## src/rtl/qed_pkg.sv

```systemverilog
// Shared types and constants for the QED duplicate-execution scheduler.
package qed_pkg;

    localparam int               QED_INSTR_W = 32;
    localparam logic [31:0]      QED_NOP     = 32'h00000013;

    typedef enum logic {
        QED_ORIG,
        QED_DUP
    } qed_state_t;

endpackage

```

## src/rtl/qed_inst_fifo.sv

```systemverilog
// Circular instruction queue holding originals until they are replayed as duplicates.
module qed_inst_fifo
    import qed_pkg::*;
#(
    parameter int DEPTH = 16,
    parameter int WIDTH = QED_INSTR_W,
    parameter int CNT_W = $clog2(DEPTH) + 1
) (
    input  logic             clk,
    input  logic             rst_n,
    input  logic             push,
    input  logic             pop,
    input  logic [WIDTH-1:0] din,
    output logic [WIDTH-1:0] head,
    output logic [CNT_W-1:0] count,
    output logic             full,
    output logic             empty
);

    localparam int PTR_W = $clog2(DEPTH);

    logic [WIDTH-1:0] mem [DEPTH];
    logic [PTR_W-1:0] wr_ptr;
    logic [PTR_W-1:0] rd_ptr;

    // NOTE: the storage array has no reset; only pointers and count decide
    // which entries are live, so stale data is never observable.
    always_ff @(posedge clk) begin
        if (push) begin
            mem[wr_ptr] <= din;
        end
    end

    // NOTE: sequential state uses non-blocking assignments so every register
    // samples pre-edge values regardless of statement order.
    always_ff @(posedge clk) begin
        if (!rst_n) begin
            wr_ptr <= '0;
            rd_ptr <= '0;
            count  <= '0;
        end else begin
            if (push) wr_ptr <= wr_ptr + PTR_W'(1);
            if (pop)  rd_ptr <= rd_ptr + PTR_W'(1);
            count <= count + CNT_W'(push) - CNT_W'(pop);
            assert (!(push && full));
            assert (!(pop && empty));
        end
    end

    assign head  = mem[rd_ptr];
    assign full  = (count == CNT_W'(DEPTH));
    assign empty = (count == '0);

endmodule

```

## src/rtl/qed_dup_scheduler.sv

```systemverilog
// QED original/duplicate sequencer in front of decode. Define QED_STATS_EN to add
// the saturating qed_checkpoints counter output.
module qed_dup_scheduler
    import qed_pkg::*;
#(
    parameter int DEPTH = 16,
    parameter int CNT_W = $clog2(DEPTH) + 1
) (
    input  logic                   clk,
    input  logic                   rst_n,
    input  logic                   qed_enable,
    input  logic                   exec_dup,
    input  logic                   ifu_valid,
    input  logic [QED_INSTR_W-1:0] ifu_instruction,
    input  logic                   core_ready,
    input  logic [QED_INSTR_W-1:0] qed_instruction,
    output logic [QED_INSTR_W-1:0] qic_qimux_instruction,
    output logic [QED_INSTR_W-1:0] final_instruction,
    output logic                   issue_valid,
    output logic                   is_dup,
    output logic                   fetch_stall,
    output logic                   qed_ready
`ifdef QED_STATS_EN
    ,
    output logic [15:0]            qed_checkpoints
`endif
);

    qed_state_t             state;
    logic                   push;
    logic                   pop;
    logic [QED_INSTR_W-1:0] head;
    logic [CNT_W-1:0]       count;
    logic                   full;
    logic                   empty;
    logic                   qed_mode;
    logic                   go_dup;

    qed_inst_fifo #(
        .DEPTH (DEPTH),
        .WIDTH (QED_INSTR_W),
        .CNT_W (CNT_W)
    ) u_fifo (
        .clk   (clk),
        .rst_n (rst_n),
        .push  (push),
        .pop   (pop),
        .din   (ifu_instruction),
        .head  (head),
        .count (count),
        .full  (full),
        .empty (empty)
    );

    // A non-empty queue keeps QED mode alive so a qed_enable drop waits for the drain.
    assign qed_mode = qed_enable | ~empty;

    // NOTE: every signal gets a default first so no path through the block infers a latch.
    always_comb begin
        issue_valid       = 1'b0;
        final_instruction = QED_NOP;
        is_dup            = 1'b0;
        fetch_stall       = 1'b0;
        push              = 1'b0;
        pop               = 1'b0;
        if (!rst_n) begin
            // Hold reset values on the outputs while reset is asserted.
        end else if (state == QED_DUP) begin
            issue_valid       = 1'b1;
            final_instruction = qed_instruction;
            is_dup            = 1'b1;
            fetch_stall       = 1'b1;
            pop               = core_ready;
        end else if (!qed_mode) begin
            issue_valid       = ifu_valid;
            final_instruction = ifu_instruction;
        end else begin
            issue_valid       = ifu_valid & ~full;
            final_instruction = ifu_instruction;
            fetch_stall       = full;
            push              = ifu_valid & ~full & core_ready;
        end
    end

    assign go_dup = (exec_dup & (~empty | push)) |
                    ((count + CNT_W'(push)) == CNT_W'(DEPTH));

    assign qic_qimux_instruction = (rst_n && !empty) ? head : '0;
    assign qed_ready             = ~rst_n | ((state == QED_ORIG) & empty);

    always_ff @(posedge clk) begin
        if (!rst_n) begin
            state <= QED_ORIG;
`ifdef QED_STATS_EN
            qed_checkpoints <= '0;
`endif
        end else begin
            case (state)
                QED_ORIG: if (qed_mode && go_dup) state <= QED_DUP;
                QED_DUP: begin
                    if (pop && count == CNT_W'(1)) begin
                        state <= QED_ORIG;
`ifdef QED_STATS_EN
                        if (qed_checkpoints != 16'hFFFF)
                            qed_checkpoints <= qed_checkpoints + 16'd1;
`endif
                    end
                end
                default: state <= QED_ORIG;
            endcase
        end
    end

endmodule

```

## config.mk

```make
export PLATFORM = sky130hd
export DESIGN_NAME = qed_dup_scheduler
export DESIGN_NICKNAME = d
export VERILOG_FILES = /design/src/rtl/qed_pkg.sv /design/src/rtl/qed_inst_fifo.sv /design/src/rtl/qed_dup_scheduler.sv
export SDC_FILE = /design/constraint.sdc
export NUM_CORES = 1
export LEC_CHECK = 0
export ABC_AREA = 1
export CORE_MARGIN = 2
export CORE_UTILIZATION = 60
export CTS_CLUSTER_DIAMETER = 200
export CTS_CLUSTER_SIZE = 14
export DETAILED_ROUTE_END_ITERATION = 16
export PLACE_DENSITY = 0.84
export SLEW_MARGIN = 20
export SYNTH_ARGS = -nofsm -noshare
export SYNTH_HDL_FRONTEND = slang
export SYNTH_HIERARCHICAL = 1
export SYNTH_SLANG_ARGS = --single-unit
```

## constraint.sdc

```tcl
create_clock -name clk -period 3.8 [get_ports clk]
set_clock_uncertainty 0.15 [all_clocks]
set_input_delay 0.76 -clock clk [delete_from_list [all_inputs] [get_ports clk]]
set_output_delay 0.76 -clock clk [all_outputs]
set_load 0.01 [all_outputs]
```

==> impl_metrics.toml <==
[run_status]
status = "finished, final reports clean"

[grt]
globalRouteOverflowTotal = 0
grt_max_degree = 134
grt_pass1_vias = 17380
grtUsageTotal_pct = 29.27
antenna_found_initial = 2
grt_pass1_wl_mm = 92.84

[critical_path]
reg2reg_depth = 10
required_ns = 2.89
r2r_start = "u_fifo/count[2]"
critPathKind = "register to output port"
slowest_stage = "clkdlybuf4s50_1"
path_buf_inv = 3
max_stage_delay_ns = 0.55
reg2reg_slack_ns = 0.83
critPathLaunchType = "register"
crit_family = "buffers and inverters"
crit_top_cell = "nand2_1"
cp_cell_sequence = "buf_12 > nand2_1 > nand2_1 > nand2_1 > nand3_1 > nand3_1 > nand2_1 > inv_1 > nor2_1 > clkdlybuf4s50_1"
arrival_ns = 2.80
critPathCaptureType = "output port"
reg2reg_to = "u_fifo/mem[2][25]"
cp_max_fo = 123

[die]
rows = 73
io_pins = 138
core_area_um2 = 39460
die-area_um2 = 41380
initial_core_util_pct = 60.47
die_y_um = 203.4
die_w_um = 203.4

[synthesis]
yosys.cell_types.count = 26
synth_fp_nets = 2487
avgSynthCellArea_um2 = 9.930
syn-cell-area_um2 = 23860
synth_seq_cells = 530
ys_seq_area_share_pct = 65.94
syn-instance-count = 2403
yosys_warnings = 6

[detailed_routing]
drt_wl_total_mm = 59.92
via_count = 17390
routed_via_density = 5.638
remaining_drc_errors = 0
drtIter0Drc = 1925
antenna_left = 0
drt_first_pass_iters = 5
wl_per_cell_um = 19.43

[min_path]
hp-start = "u_fifo/rd_ptr[2]"
whs_path_depth = 2
hold_path_class = "register to register"

[timing]
period_minus_slack_ns = 3.710
rsz0062_at_grt = "yes"
setup_violations = 0
clock.fmax_ghz = 0.2695
maxSlewHeadroom_pct = 32.57
hold_viol = 0
finalSetupTns_ns = 0
slew_viol_final = 0
hold_ws_ns = 0.3476
worstMarginPinSlew_ns = 1.011
fin_crit_sh_pct = 97.64

[placement]
gp_congestion = 0.8147
hpwl_mm = 34.25
place.port_buffers = 137

[final_layout]
nNetsFinal = 2634
layout-drive-gt1-share_pct = 6.135
insertedDiodeCount = 0
mostFrequentLayoutCell = "nand2_1"
areaGrowthSynthToFinish_pct = 14.37
final_cell_mix = "nand2_1 (712), edfxtp_1 (512), inv_1 (447), nand3_1 (390), clkdlybuf4s50_1 (135)"
fill_cells = 2702

[power]
vdd_drop_max_mv = 0.6008
p_leak_nw = 11.62
powerDensity_nw_per_um2 = 452.6

[clock_network]
cts_setup_buffers = 0
clk_pin_slew_ns = 0.06
numCtsBuffers = 43
cts_tree = "yes"
htree_num_levels = 2
numClockSinks = 530
clk_latency_ns = 0.54
cts-hold-fix-buffers = 0
clockBufferDepth = 3
cts-root-buf = "clkbuf_16"

[flow_run]
max_cap_violations = 0
## final cells by class
type | count | area, µm² | share of cell area (%)
inverters | 452 | 1719 | 6.300
clock inverters | 1 | 3.754 | 0.01375
flip-flops and latches | 530 | 15750 | 57.70
well taps | 525 | 656.9 | 2.407
multi-input cells | 1302 | 5724 | 20.98
repair buffers | 221 | 2285 | 8.372
clock buffers | 53 | 1156 | 4.236
## where the power goes
part / internal, mW / total, mW / switching (mW)
logic: 0.729 / 1.89 / 1.16
clock network: 2.11 / 3.97 / 1.86
registers: 6.46 / 6.50 / 0.0409
total: 9.30 / 12.4 / 3.05
## kinds of logic after synthesis
family | count (synthesis) | share of synthesized area (%)
simple gates | 1238 | 21.60
buf+inv | 571 | 10.57
flops | 530 | 65.94
compound gates | 47 | 1.007
fa+ha+maj | 14 | 0.7656
xor+xnor | 3 | 0.1101
## per-stage QoR
| step | total power, mW | worst slack (ns) | std cells | instance area [µm²] | util, % |
|---|---|---|---|---|---|
| after floorplan | 7.724 | 0.3829 | 2403 | 23860 | - |
| after global placement | 8.415 | 0.5378 | 3030 | 26090 | 66.12 |
| after detailed placement | 8.485 | 0.5278 | 3030 | 26090 | 66.12 |
| after CTS | 12.38 | 0.02233 | 3084 | 27260 | 69.08 |
| after global routing | 12.78 | -0.05402 | 3084 | 27290 | 69.16 |
| final | 12.35 | 0.08965 | 3084 | 27290 | 69.16 |
## sequential cells by signal, indices dropped and copies added (netlist names), named ones only
| signal | cells |
|---|---|
| u_fifo/mem | 512 |
| u_fifo/count | 5 |
| u_fifo/rd_ptr | 4 |
| u_fifo/wr_ptr | 4 |
| state | 1 |
## what timing repair did
action                                 CTS  global route
setup endpoints to repair               28            29
resized for setup                        3             9
endpoints found under the hold margin    0             0
## synth_stat cells (all sizes together)
cell type | count | area, µm²
buf | 109 | 780.7
dfxtp | 18 | 360.4
o31ai | 1 | 7.510
fa | 1 | 20.02
nand3 | 390 | 1952
inv | 452 | 1702
clkbuf | 10 | 40.04
nand2 | 713 | 2684
nand4 | 2 | 12.51
o21a | 1 | 7.510
ha | 13 | 162.7
nor2 | 133 | 506.7
o21ai | 34 | 170.2
edfxtp | 512 | 15370
xor2 | 3 | 26.28
a21oi | 11 | 55.05
## per-layer routing
layer  up-vias  wire length, µm  GRT usage, %
met4         0             2626         13.95
met3       200             6076         3.947
met1      8189            21820         37.64
li1       7939                -             -
met2      1059            29400         49.60
met5         -                0             0
## worst reg2reg max path: cells and delay by family, from the launching register on
family	cells	cell delay [ns]
AOI/OAI and AO/OA	1	0.21
buffers and inverters	3	0.64
DFF	1	0.41
and+or+nand+nor	5	1.06
adders and majority gates	1	0.20
## worst max-delay path by stage
stage	to	slack [ns]	cells after the start
final	qic_qimux_instruction[11]	0.09	10
after global routing	qic_qimux_instruction[31]	-0.05	10
after CTS	qic_qimux_instruction[31]	0.02	8
after detailed placement	final_instruction[22]	0.53	4
after global placement	final_instruction[22]	0.54	4
after floorplan	u_fifo/mem[15][0]	0.38	10
No activity file was read; power rests on OpenSTA's default activity.
